==> src/rtl/calc_sequencer.sv <==
// calc_sequencer: sequences operand entry, ALU issue/wait over start/done, and result display
module calc_sequencer #(
  parameter int WIDTH   = 6,
  parameter int IN_W    = 4,
  parameter int TIMEOUT = 15
) (
  input  logic             clk,
  input  logic             reset,
  input  logic             confirm,
  input  logic             clear,
  input  logic [1:0]       op_sel,
  input  logic [IN_W-1:0]  operand_in,
  output logic             alu_start,
  output logic [1:0]       alu_op,
  output logic [WIDTH-1:0] alu_a,
  output logic [WIDTH-1:0] alu_b,
  input  logic             alu_done,
  input  logic [WIDTH-1:0] alu_result,
  input  logic             alu_ovf,
  output logic [WIDTH-1:0] disp_value,
  output logic             busy,
  output logic             err
);
  typedef enum logic [3:0] {IDLE, OP1, OP1_WR, OP2, OP2_WR, ISSUE, WAIT, SHOW, DRAIN} state_t;
  state_t state;
  logic [7:0] cnt;
  logic [WIDTH-1:0] ext;
  logic tmo;
  assign ext = {{(WIDTH-IN_W){1'b0}}, operand_in};
  assign tmo = cnt == 8'(TIMEOUT - 1);
  // Sequencer FSM; alu_a/alu_b/alu_op are the latched operands and stay put while the ALU works
  always_ff @(posedge clk or posedge reset)
    if (reset) begin
      state      <= IDLE;
      cnt        <= '0;
      alu_start  <= 1'b0;
      alu_op     <= '0;
      alu_a      <= '0;
      alu_b      <= '0;
      disp_value <= '0;
      busy       <= 1'b0;
      err        <= 1'b0;
    end else begin
      alu_start <= 1'b0;
      if (clear) begin
        state      <= (state == ISSUE || state == WAIT) ? DRAIN : OP1;
        busy       <= state == ISSUE || state == WAIT;
        cnt        <= '0;
        err        <= 1'b0;
        disp_value <= '0;
        alu_a      <= '0;
        alu_b      <= '0;
        alu_op     <= '0;
      end else begin
        case (state)
          IDLE: state <= OP1;
          OP1: begin
            disp_value <= ext;
            if (confirm) begin
              alu_a <= ext;
              err   <= 1'b0;
              state <= OP1_WR;
            end
          end
          OP1_WR: if (!confirm) state <= OP2;
          OP2: begin
            disp_value <= ext;
            if (confirm) begin
              alu_b  <= ext;
              alu_op <= op_sel;
              state  <= OP2_WR;
            end
          end
          OP2_WR: if (!confirm) begin
            if (alu_op == 2'b11) begin
              err        <= 1'b1;
              disp_value <= '0;
              state      <= SHOW;
            end else begin
              alu_start <= 1'b1;
              busy      <= 1'b1;
              state     <= ISSUE;
            end
          end
          ISSUE: begin
            cnt   <= '0;
            state <= WAIT;
          end
          WAIT: begin
            if (alu_done) begin
              disp_value <= alu_result;
              err        <= alu_ovf;
              busy       <= 1'b0;
              state      <= SHOW;
            end else if (tmo) begin
              disp_value <= '0;
              err        <= 1'b1;
              busy       <= 1'b0;
              state      <= SHOW;
            end else cnt <= cnt + 8'd1;
          end
          SHOW: if (confirm) begin
            alu_a <= err ? '0 : disp_value;
            err   <= 1'b0;
            state <= OP1_WR;
          end
          DRAIN: begin
            if (alu_done || tmo) begin
              busy  <= 1'b0;
              state <= OP1;
            end else cnt <= cnt + 8'd1;
          end
          default: state <= IDLE;
        endcase
      end
    end
endmodule

==> config.mk <==
export PLATFORM = sky130hd
export DESIGN_NAME = calc_sequencer
export DESIGN_NICKNAME = d
export VERILOG_FILES = /design/src/rtl/calc_sequencer.sv
export SDC_FILE = /design/constraint.sdc
export NUM_CORES = 1
export LEC_CHECK = 0
export CORE_MARGIN = 1.5
export CORE_UTILIZATION = 47
export CTS_BUF_LIST = sky130_fd_sc_hd__clkbuf_8
export DETAILED_ROUTE_END_ITERATION = 16
export PLACE_DENSITY = 0.78
export SKIP_LAST_GASP = 1
export SLEW_MARGIN = 10
export SYNTH_ARGS = -nofsm -noshare
export SYNTH_HDL_FRONTEND = slang
export SYNTH_SLANG_ARGS = --single-unit
==> constraint.sdc <==
create_clock -name clk -period 1.85 [get_ports clk]
set_input_delay 0.37 -clock clk [delete_from_list [all_inputs] [get_ports clk]]
set_output_delay 0.37 -clock clk [all_outputs]
set_load 0.005 [all_outputs]
==> results of run 1 <==
==> timing repair <==
action                     4_1_cts  5_1_grt
setup endpoints to repair        1        6
pin swaps                        0        1
resized for setup                1        5
==> worst min-delay path: stages <==
cell	delay, ns
clkdlybuf4s50_1	0.39
inv_1	0.05
buf_4	0.37
==> cells in the final DEF, fill, tap and decap left out, drive strengths merged, types with 4 or more instances in the layout <==
cell type	Yosys	layout
clkdlybuf4s50	0	38
buf	8	35
dfrtp	33	33
nor2	18	18
o21ai	18	18
nand2	13	13
a21oi	12	12
inv	7	8
a22o	7	7
nand3	7	7
mux2i	6	6
mux2	6	6
clkbuf	5	6
nor3b	5	5
nor2b	4	4
o31ai	4	4
nor3	4	4
==> report_power, final <==
part / internal [mW] / total, mW / switching [mW]
Clock: 0.433 / 0.691 / 0.258
Sequential: 0.828 / 0.926 / 0.0973
Combinational: 0.605 / 1.11 / 0.502
Total: 1.87 / 2.72 / 0.857
==> logic make-up (layout without fill, tap and decap cells) <==
| family | Yosys count | in the layout |
|---|---|---|
| AND/OR/NAND/NOR | 67 | 67 |
| AO/OA/AOI/OAI | 65 | 65 |
| flip-flops | 33 | 33 |
| buffers and inverters | 20 | 88 |
| multiplexers | 12 | 12 |
| XOR/XNOR | 4 | 4 |
| adder cells (fa/ha/maj) | 2 | 2 |
| other | 1 | 2 |
==> cell type report <==
class                           count  area, sq um
Fill cell                         326         1241
Multi-Input combinational cell    152         1037
Sequential cell                    33        828.3
Timing Repair Buffer               73        659.4
Clock buffer                        6        82.58
Tap cell                           50        62.56
Clock inverter                      2        33.78
Inverter                            7        26.28
==> per-stage QoR <==
step	TNS (ns)	util, %	std cells
2_1_floorplan	0	-	205
3_3_place_gp	-2.212	65.12	315
3_5_place_dp	-2.628	65.12	315
4_1_cts	0	68.24	323
5_1_grt	-0.07541	68.75	323
6_report	0	68.75	323
==> worst max-delay path by stage <==
stage | to | cells past startpoint
finish | busy$_DFFE_PP0P_ | 8
global route | busy$_DFFE_PP0P_ | 8
CTS | cnt[7]$_DFFE_PP0P_ | 7
detailed placement | cnt[7]$_DFFE_PP0P_ | 7
global placement | cnt[7]$_DFFE_PP0P_ | 7
floorplan | busy$_DFFE_PP0P_ | 6
==> layer usage <==
layer  vias up  wire, um
li1        875         -
met3         9       264
met5         -         0
met2        51      2239
met1       834      2272
met4         0        91
==> sequential cells by signal (all words and copies together), names as in the netlist <==
signal,flops
alu_start,1
disp_value,6
alu_a,6
state,4
alu_b,4
err,1
cnt,8
alu_op,2
busy,1
==> reports/qor.csv, run 1 <==
stage,metric,value,unit
outcome,outcome,finished clean,
synth,muxShareOfSynthArea,6.606,%
timing,period_share,98.07,%
placed_design,io_buffers,38,
routing,drt-pass1-iter-count,4,
critical_path,slowest_delay,0.35,ns
critical_path,critPathSlowestCell,dfrtp_1,
global_route,use_met3,5.236,%
critical_path,critPathLaunchType,flop,
synth,ys_warn_count,0,
routing,via_count,1769,
cells_and_area,antenna_cells,0,
synth,synthSimpleGateAreaFrac,18.20,%
clock_network,clk_pin_slew_worst_paths,0.07,ns
synth,ys_seq_area_share,42.75,%
routing,wl,4867,um
placed_design,preCtsSetupSlack,-0.2418,ns
cells_and_area,drive_above_1_share,22.71,%
synth,synth-async-reset-ratio,100.0,%
synth,yosys.area_share.adder,1.295,%
critical_path,cp.required,2.02,ns
routing,wire_per_inst,15.07,um
synth,synth_top_area_share,42.75,%
critical_path,critical_path_class,flop to flop,
timing,drv_slew,0,
routing,viasPerCell,5.477,
timing,fin_crit,1.814,ns
clock_network,cts_buffers,5,
critical_path,crit_fanout,5,
global_route,grt_antenna_before_repair,0,
cells_and_area,num-nets-final,292,
floorplan,die_h,67.11,um
synth,synth_common_cells,"dfrtp_1, nor2_1, o21ai_0",
synth,synth_compound_area_share,24.09,%
clock_network,clkSinkCount,33,
critical_path,worstSetupEndpointType,flop,
routing,drcViolationCount,0,
global_route,grt_max_degree,34,
synth,mappedNetlistArea,0.001932,sq mm
power,p_leak,1.181,nW
critical_path,crit_family,compound AO/OA/AOI/OAI gates,
routing,final_antenna_net_count,0,
global_route,grtUsageMet2,35.77,%
global_route,busiest_layer,met2,
critical_path,r2r_end,busy$_DFFE_PP0P_,
synth,synth_cells,204,
critical_path,cp.arrival,1.98,ns
global_route,overflow,0,
flow_run,max_cap_viol_count,0,
timing,rsz0062_at_grt,true,
global_route,grt_pass1_wl,7997,um
floorplan,initial_core_util,48.65,%
global_route,grtUsageTotal,23.89,%
synth,ys_types,54,
clock_network,cts_hold_buf,0,
placed_design,placed_area,0.002586,sq mm
synth,synth_top_family_by_area,compound AO/OA/AOI/OAI gates,
power,total_power,2.724,mW
cells_and_area,syn2layout_area_growth,41.32,%
cells_and_area,design_area,0.002730,sq mm
placed_design,gp_congestion,0.8673,
timing,worst_slack,0.03571,ns
clock_network,cts_tree,done,
critical_path,timing.rr.start,cnt[0]$_DFFE_PP0P_,
synth,synth_top_area_cell,dfrtp_1,
critical_path,crit_chain,"inv_1, ha_1, and4b_1, a21oi_2, buf_4, a32oi_2, o21ai_1, mux2_2",
clock_network,clockRootBuffer,clkbuf_8,
synth,synth.area.top_cells,"dfrtp_1, o21ai_0, nor2_1",
critical_path,r2r_cells,8,
synth,synth_xor_xnor_area_share,1.813,%
timing,finalSetupViolCount,0,
global_route,grt_pass1_vias,1650,
clock_network,clock_latency,0.28,ns
timing,fmax,551.2,MHz
routing,dr.first_iter.drc_count,163,
timing,hold_violations,0,
power,powerDensity,997.9,mW/mm^2
floorplan,io_pins,41,
synth,synth_top_flop_cell,dfrtp_1,
clock_network,post_cts_buffers,0,
floorplan,die_w,67.11,um
synth,synth_most_common_cell,dfrtp_1,
critical_path,crit_path_start,cnt[0]$_DFFE_PP0P_,
floorplan,rows,23,
timing,fin_worst_skew,0.007412,ns
floorplan,fp.dieArea,0.004504,sq mm
placed_design,dp_hpwl,3626,um
clock_network,cts_max_level,2,
min_path,hp-class,input port to asynchronous set/reset pin,
clock_network,ctsLongestPathBuffers,2,
synth,synth_edf_count,0,
critical_path,rrSetupSlack,0.04,ns
floorplan,core,0.003971,sq mm
power,irDropWorstVdd,0.0005654,V
global_route,met1_usage,33.83,%
critical_path,crit_buf_inv,2,
synth,ys_ff_latch,33,
timing,hold_ws,0.4783,ns
synth,synth_area_per_cell,9.470,sq um
Power figures use the tool's default switching activity.
==> run 2: changes to the inputs <==
- PLACE_DENSITY: 0.78 -> 0.82
==> run 2 against run 1 <==
Effect of this change: largest power group unchanged; clock skew is 0.0011 ns lower; highest routed layer unchanged; sequential power is 1% higher; flip-flop and latch count did not move; design area increased by 0.23%; non-clock buffer count is 1 higher; critical endpoint is now cnt[6]$_DFFE_PP0P_; sequential share of layout area down 0.069 points; die area unchanged; first-iteration DRC count decreased by 36%; clock-buffer cell count unchanged.
==> reports/qor.csv, run 2 (synthesized netlist as in run 1, its figures left out) <==
stage,metric,value,unit
floorplan,initial_core_util,48.65,%
cells_and_area,syn2layout_area_growth,41.64,%
clock_network,clock_latency,0.29,ns
power,p_leak,1.195,nW
floorplan,fp.dieArea,0.004504,sq mm
global_route,busiest_layer,met2,
routing,wl,5127,um
min_path,hp-class,input port to asynchronous set/reset pin,
power,sw_frac_of_total,32.59,%
global_route,overflow,0,
floorplan,die_h,67.11,um
placed_design,io_buffers,38,
global_route,grt_max_degree,34,
outcome,outcome,finished clean,
critical_path,crit_buf_inv,1,
timing,finalSetupTns,0,ns
clock_network,clockRootBuffer,clkbuf_8,
critical_path,slowest_delay,0.46,ns
critical_path,critPathLaunchType,flop,
cells_and_area,num-nets-final,293,
power,comb_power_share,40.3,%
clock_network,cts_buffers,5,
routing,drt-pass1-iter-count,4,
routing,drcViolationCount,0,
power,total_power,2.751,mW
clock_network,cts_max_level,2,
global_route,grtUsageTotal,24.50,%
cells_and_area,layout_commonest_cell,clkdlybuf4s50_1,
floorplan,die_w,67.11,um
critical_path,rrSetupSlack,0.05,ns
timing,worst_slack,0.04964,ns
critical_path,crit_fanout,7,
global_route,grt_pass1_vias,1773,
power,irDropWorstVdd,0.0007414,V
floorplan,io_pins,41,
power,power_switching,896.6,uW
critical_path,cp.arrival,1.98,ns
routing,viasPerCell,5.676,
cells_and_area,largest_registers,"cnt: 8 flops, alu_a: 6 flops, disp_value: 6 flops",
routing,wire_per_inst,15.82,um
routing,via_count,1839,
power,p_int,1.855,mW
placed_design,dp_hpwl,3807,um
routing,dr.first_iter.drc_count,104,
placed_design,gp_congestion,0.9680,
critical_path,crit_family,simple AND/OR/NAND/NOR gates,
cells_and_area,top_register,cnt,
placed_design,preCtsSetupSlack,-0.2612,ns
power,powerDensity,1005,mW/mm^2
timing,period_share,97.32,%
critical_path,critical_path_class,flop to flop,
timing,rsz0062_at_grt,true,
global_route,met1_usage,33.30,%
clock_network,cts_tree,done,
global_route,grt_antenna_before_repair,0,
clock_network,clkSinkCount,33,
timing,hold_ws,0.4623,ns
clock_network,ctsLongestPathBuffers,2,
timing,drv_slew,0,
global_route,grtUsageMet2,38.61,%
cells_and_area,layout_common_cells,"clkdlybuf4s50_1, buf_4, dfrtp_1",
global_route,use_met3,3.716,%
flow_run,max_cap_viol_count,0,
placed_design,placed_area,0.002586,sq mm
timing,fmax,555.4,MHz
timing,hold_violations,0,
critical_path,critPathSlowestCell,dfrtp_2,
global_route,grt_pass1_wl,8259,um
cells_and_area,antenna_cells,0,
floorplan,rows,23,
power,clockPowerShare,25.7,%
floorplan,core,0.003971,sq mm
clock_network,clk_pin_slew_worst_paths,0.07,ns
cells_and_area,design_area,0.002736,sq mm
timing,finalSetupViolCount,0,
critical_path,cp.required,2.03,ns
timing,fin_crit,1.800,ns
timing,fin_worst_skew,0.006300,ns
critical_path,worstSetupEndpointType,flop,
power,power_frac_seq,34.0,%
critical_path,crit_chain,"or3b_4, a21oi_2, buf_4, o2bb2ai_2, nor2_1, mux2_2",
cells_and_area,drive_above_1_share,23.72,%
routing,final_antenna_net_count,0,
cells_and_area,largest_reg_flops,8,
clock_network,cts_hold_buf,0,
## run 2: tightest hold or removal path, delay by kind of cell
kind / cells / cell delay (ns)
buf+inv: 3 / 0.80
## run 2: final cells by class
class | instances | area (sq um)
clock buffer | 6 | 82.58
inverter | 7 | 26.28
timing repair buffer | 74 | 665.6
tap | 50 | 62.56
clock inverter | 2 | 33.78
fill | 318 | 1235
sequential | 33 | 828.3
multi-input combinational | 152 | 1037
## run 2: worst paths after layout
path | from | to | cells past startpoint
min in group clk | alu_a[2]$_DFFE_PP0P_ | alu_a[2]$_DFFE_PP0P_ | 2
hold reg to reg | alu_a[2]$_DFFE_PP0P_ | alu_a[2]$_DFFE_PP0P_ | 2
max in group asynchronous | reset | state[2]$_DFFE_PP0P_ | 3
hold / removal | reset | disp_value[2]$_DFFE_PP0P_ | 3
setup / recovery | state[2]$_DFFE_PP0P_ | cnt[6]$_DFFE_PP0P_ | 6
setup reg to reg | state[2]$_DFFE_PP0P_ | cnt[6]$_DFFE_PP0P_ | 6
## run 2: metal layers
metal	vias up	wire [um]
li1	885	-
met1	886	2285
met2	56	2501
met3	12	225
met4	0	115
met5	-	0
## run 2: timing repair
action,4_1_cts,5_1_grt
gates resized for setup,0,7
setup buffers,0,1
endpoints found under the setup margin,0,11
## run 2: metrics by stage
| stage | util [%] | instances |
|---|---|---|
| floorplan | - | 205 |
| global placement | 65.12 | 315 |
| detailed placement | 65.12 | 315 |
| CTS | 68.05 | 323 |
| global route | 68.90 | 324 |
| finish | 68.90 | 324 |
## run 2: power groups by stage
| stage | clock network, mW | logic (mW) | registers (mW) |
|---|---|---|---|
| after CTS | 0.718 | 1.08 | 0.932 |
| after floorplan | 0 | 0.621 | 0.903 |
| after global routing | 0.750 | 1.20 | 0.947 |
| after detailed placement | 0 | 1.07 | 0.944 |
| final | 0.708 | 1.11 | 0.936 |
| after global placement | 0 | 1.05 | 0.943 |
==> run 3: changes to the inputs <==
- PLACE_DENSITY: 0.82 -> 0.77
==> run 3 against run 2 <==
Effect of this change: clock-buffer cell count stayed put; largest cell class unchanged; critical path type unchanged; core utilization about the same; clock skew about the same; sequential share of layout area about the same; register-to-register slack got worse by 0.02 ns.
==> reports/qor.csv, run 3 (synthesized netlist as in run 1, its figures left out) <==
stage,metric,value,unit
clock_network,cts_buffers,5,
min_path,hp-class,input port to asynchronous set/reset pin,
cells_and_area,drive_above_1_share,24.45,%
floorplan,initial_core_util,48.65,%
critical_path,crit_fanout,7,
timing,rsz0062_at_grt,true,
cells_and_area,largest_reg_flops,8,
clock_network,clockRootBuffer,clkbuf_8,
power,irDropWorstVdd,0.0005909,V
flow_run,max_cap_viol_count,0,
critical_path,critical_path_class,flop to flop,
timing,hold_violations,0,
timing,fin_crit,1.820,ns
routing,final_antenna_net_count,0,
floorplan,rows,23,
cells_and_area,syn2layout_area_growth,41.58,%
cells_and_area,num-nets-final,293,
power,comb_power_share,39.9,%
outcome,outcome,finished clean,
routing,via_count,1869,
placed_design,dp_cells,313,
cells_and_area,stdcell_count,324,
cells_and_area,multi_input_area,0.001044,sq mm
cells_and_area,nFillCells,330,
critical_path,critPathSlowestCell,dfrtp_1,
placed_design,gp_congestion,0.9142,
floorplan,io_pins,41,
power,p_leak,1.185,nW
critical_path,cp.required,2.03,ns
critical_path,cp.arrival,2.00,ns
clock_network,cts_max_level,2,
placed_design,dp_hpwl,3545,um
global_route,grt_pass1_vias,1771,
clock_network,clock_latency,0.29,ns
clock_network,ctsLongestPathBuffers,2,
global_route,overflow,0,
global_route,grtUsageTotal,24.74,%
global_route,grt_max_degree,34,
global_route,grt_antenna_before_repair,0,
power,p_int,1.860,mW
cells_and_area,largest_registers,"cnt: 8 flops, alu_a: 6 flops, disp_value: 6 flops",
routing,drt-pass1-iter-count,4,
critical_path,critPathLaunchType,flop,
power,power_switching,870.5,uW
clock_network,cts_tree,done,
routing,drcViolationCount,0,
clock_network,clk_pin_slew_worst_paths,0.07,ns
power,sw_frac_of_total,31.88,%
routing,dr.first_iter.drc_count,203,
power,powerDensity,998.3,mW/mm^2
timing,fin_worst_skew,0.006653,ns
timing,drv_slew,0,
cells_and_area,top_register,cnt,
critical_path,slowest_delay,0.36,ns
clock_network,clkSinkCount,33,
floorplan,core,0.003971,sq mm
floorplan,die_w,67.11,um
floorplan,die_h,67.11,um
routing,wire_per_inst,15.58,um
timing,hold_ws,0.4667,ns
cells_and_area,layout_commonest_cell,clkdlybuf4s50_1,
critical_path,worstSetupEndpointType,flop,
timing,fmax,549.4,MHz
cells_and_area,antenna_cells,0,
critical_path,crit_chain,"inv_1, ha_1, and4b_1, a21oi_2, buf_6, a32oi_2, o21ai_1, mux2_2",
placed_design,io_buffers,38,
power,clockPowerShare,25.6,%
cells_and_area,regArea,828.3,sq um
cells_and_area,postLayoutCoreUtil,68.87,%
global_route,grt_pass1_wl,8266,um
timing,period_share,98.39,%
power,power_frac_seq,34.5,%
routing,wl,5047,um
routing,viasPerCell,5.769,
power,total_power,2.730,mW
timing,finalSetupViolCount,0,
floorplan,fp.dieArea,0.004504,sq mm
cells_and_area,layout_common_cells,"clkdlybuf4s50_1, buf_4, dfrtp_1",
## run 3: changes by cell type in the layout (fill, tap and decap cells not counted)
cell and delta:
nor2_2 +1, a21oi_2 +1, dlymetal6s2s_1 -1, clkdlybuf4s50_1 +1
a21oi_1 -1, buf_6 +2, nor2_1 -1, buf_12 -1
buf_4 -1
## run 3: worst paths after layout
| path | startpoint | to | slack, ns | cells past startpoint |
|---|---|---|---|---|
| max | cnt[0]$_DFFE_PP0P_ | busy$_DFFE_PP0P_ | 0.03 | 8 |
| min | reset | alu_b[0]$_DFFE_PP0P_ | 0.47 | 3 |
| max reg2reg | cnt[0]$_DFFE_PP0P_ | busy$_DFFE_PP0P_ | 0.03 | 8 |
| min reg2reg | alu_a[3]$_DFFE_PP0P_ | alu_a[3]$_DFFE_PP0P_ | 0.48 | 2 |
| max in group asynchronous | reset | state[2]$_DFFE_PP0P_ | 1.06 | 3 |
| min in group clk | alu_a[3]$_DFFE_PP0P_ | alu_a[3]$_DFFE_PP0P_ | 0.48 | 2 |
## run 3: worst max-delay path, delay by kind of cell (launching register included)
kind	cells	cell delay, ns
DFF	1	0.36
adders and majority gates	1	0.19
buffers and inverters	2	0.21
muxes	1	0.35
and+or+nand+nor	1	0.20
AOI/OAI and AO/OA	3	0.39
## run 3: power groups by stage
stage / Clock, mW / Combinational [mW] / Sequential, mW
2_1_floorplan: 0 / 0.621 / 0.903
3_5_place_dp: 0 / 1.05 / 0.946
5_1_grt: 0.746 / 1.19 / 0.958
4_1_cts: 0.711 / 1.06 / 0.934
3_3_place_gp: 0 / 1.05 / 0.945
6_report: 0.700 / 1.09 / 0.942
## run 3: routing by layer
metal	up-vias	global-route usage [%]	share of wire, %
met5	-	0	0
met4	0	8.163	1.5
met3	9	7.095	5.4
met2	61	38.61	50
met1	914	33.01	43
li1	885	-	-
## run 3: timing repair
| action | CTS | global route |
|---|---|---|
| resized for setup | 0 | 10 |
| setup buffers | 0 | 3 |
| hold buffers | 0 | 0 |
| endpoints found under the setup margin | 0 | 18 |
## run 3: area by class of cell
class	instances	area share (%)
tap	50	2.287
timing repair buffer	74	24.06
sequential	33	30.28
multi-input combinational	152	38.15
clock inverter	2	1.235
inverter	7	0.9607
clock buffer	6	3.019
## run 3: metrics by stage
step | instance area (sq um) | setup TNS [ns] | setup WS [ns]
6_report | 2735 | 0 | 0.02981
5_1_grt | 2735 | -0.06829 | -0.05753
4_1_cts | 2675 | 0 | 0.01032
3_5_place_dp | 2559 | -3.353 | -0.2315
3_3_place_gp | 2559 | -3.015 | -0.2110
2_1_floorplan | 1939 | 0 | 0.0001713
==> edit: new RTL, flow settings as in run 3 <==
Set the parameter `WIDTH` to 4 (it was 6).
--- a/src/rtl/calc_sequencer.sv
+++ b/src/rtl/calc_sequencer.sv
@@ -1,6 +1,6 @@
 // calc_sequencer: sequences operand entry, ALU issue/wait over start/done, and result display
 module calc_sequencer #(
-  parameter int WIDTH   = 6,
+  parameter int WIDTH   = 4,
   parameter int IN_W    = 4,
   parameter int TIMEOUT = 15
 ) (
Interface: changed (resized alu_a, alu_b, alu_result and disp_value); port bits go from 41 to 33. The function was not compared with the original's and may differ.
==> edit against run 3 <==
Total power down 13%. Cell count fell by 10%. Design area decreased by 13%. Sequential cell count down 4. Setup slack gained 0.061 ns. Critical path depth is 3 lower. Largest cell class unchanged. Core utilization fell by 3.5 points. Critical endpoint is now state[1]. Critical path type unchanged. Synthesized area shrank 8.5%. Hold slack got worse by 0.019 ns. Clock power fell by 30%. Count of clock-buffer cells in the layout is 1 lower. Wire length shrank 15%.
==> edit: results (changes against run 3) <==
Placement
  – Hpwl dp: 3190 µm (-10%)
  – Dpl cell area: 0.00227 mm² (-11%)
  – # placed instances: 283 (-9.6%)
  – RD Place Congestion: 0.890 (-2.6%)
  – DP Worst Slack: -0.185 ns (+0.0464 ns)
  – PortBufs: 32 (-16%)

Pwr
  – Leak Pwr: 1.07 nW (-9.8%)
  – VDD IR max: 0.000585 V (-0.92%)

Logic synthesis
  – Post-synthesis sequential area ratio: 41.1% (-1.7 points)
  – Complex-gate fraction of the synthesized area: 17.8% (-6.3 points)
  – Post-synthesis net count: 208
  – Mux share of post-synthesis cell area: 6.59% (-0.020 points)
  – Adder-Cell Fraction of Synth Area: 1.42% (+0.12 points)
  – Async S/R FF share, synth: 100% (unchanged)
  – Syn avg cell area: 9.30 µm² (-1.8%)
  – Distinct cell type count after synthesis: 51 (-5.6%)
  – Syn. warnings: 0 (unchanged)
  – Largest cells by area after synthesis: dfrtp_1 (41%), nor2_1 (4.5%), mux2i_1 (3.4%)
  – Synth cell count leaders: dfrtp_1 (29), nor2_1 (21), nand2_1 (14), a21oi_1 (9), o21ai_0 (8)
  – XOR/XNOR Fraction of Synth Area: 3.47% (+1.7 points)

Status
  – Status: completed

Global route
  – Largest net degree at the start of global routing: 30 (-12%)
  – Number of global-route vias before repair: 1,602 (-9.5%)
  – Gr usage total: 23.1% (-1.6 points)
  – Initial antenna violation count: 0 (unchanged)
  – First-pass GRT wire length: 7420 µm (-10%)

Layout
  – Post-Layout Cell Count: 291 (-10%)
  – Final net count: 260 (-11%)
  – Fraction of layout cells with a size suffix above 1: 18.5% (-5.9 points)
  – ANT cells: 0 (unchanged)
  – Fillers: 310 (-6.1%)
  – Max reg flops: 8 (unchanged)

Route
  – Wire length per cell: 14.8 µm (-5.1%)
  – Metal2 WL: 1990 µm (-21%)
  – Via density: 5.45 (-5.5%)
  – Met1 wire length: 2040 µm (-6.8%)
  – Metal3 WL: 219 µm (-20%)
  – Drt initial violations: 128 (-37%)
  – Highest metal used: met4
  – First drt pass iteration count: 4 (unchanged)

CTS
  – Num CTS Buffers: 5 (unchanged)
  – Clk_lat worst skew: between 0.2 and 0.3 ns
  – Root buffer cell: clkbuf_8
  – H-Tree Depth: 2 (unchanged)
  – Post-CTS setup repair buffer count: 0 (unchanged)
  – Clk slew on worst S/H paths: approximately 0.06 ns
  – Clock tree buffer depth: 2 (unchanged)

Worst setup path
  – Crit path launch: state[0]
  – CP max FO: 8 (+1)
  – CP peak stage delay: 0.61 ns (+0.25 ns)
  – Critical Path End: state[1]
  – Max stage delay cell, worst path: or4b_4
  – Family with the most delay on the worst path: simple AND/OR/NAND/NOR gates
  – CP Data Arrival Time: 1.92 ns (-0.08 ns)
  – Reg2Reg Setup Slack: 0.09 ns (+0.06 ns)
  – Reg2reg end: state[1]
  – Reg2Reg Depth: 5 (-3)

Timing
  – Worst Skew: 0.00679 ns (+0.000134 ns)
  – Fin crit share: 95.1% (-3.3 points)
## edit: cell count changes after synthesis, sizes merged, moves of 4 or more
| cell | run 3 | this run |
|---|---|---|
| a22oi | 0 | 4 |
| nand2 | 13 | 17 |
| xor2 | 1 | 5 |
| o21ai | 18 | 9 |
| a22o | 7 | 1 |
| dfrtp | 33 | 29 |
## edit: per-stage QoR
| stage | hold WS, ns | util (%) |
|---|---|---|
| floorplan | 0.436 | - |
| global placement | 0.458 | 62.4 |
| detailed placement | 0.469 | 62.4 |
| CTS | 0.460 | 64.7 |
| global route | 0.516 | 65.4 |
| finish | 0.447 | 65.4 |
## edit: worst min-delay path: stages
cell	delay, ns
clkdlybuf4s50_1	0.39
inv_1	0.05
buf_4	0.33
## edit: worst min-delay path by stage
stage          depth (start not counted)     start        end
3_3_place_gp                           2  alu_a[3]   alu_a[3]
2_1_floorplan                          1   confirm  alu_start
5_1_grt                                3     reset     cnt[7]
3_5_place_dp                           2  alu_a[3]   alu_a[3]
6_report                               3     reset   state[0]
4_1_cts                                3     reset  alu_op[1]
## edit: power by group
part | switching, mW | total (mW) | internal, mW | leakage (nW)
sequential | 0.142 | 0.886 | 0.744 | 0.389
clock | 0.236 | 0.490 | 0.254 | 0.0491
combinational | 0.457 | 0.999 | 0.541 | 0.631
## edit: layer usage
layer  GRT usage, %  vias to the layer above
li1               -                      788
met1           32.5                      740
met2           34.9                       53
met3           5.99                        6
met4           7.45                        0
met5              0                        -
## edit: area by class of cell
class                   count  area share [%]
clock buffers               5            2.90
inverters                   6           0.948
clock inverters             3           0.579
repair buffers             55            20.7
multi-input cells         145            41.8
well taps                  48            2.53
flip-flops and latches     29            30.5
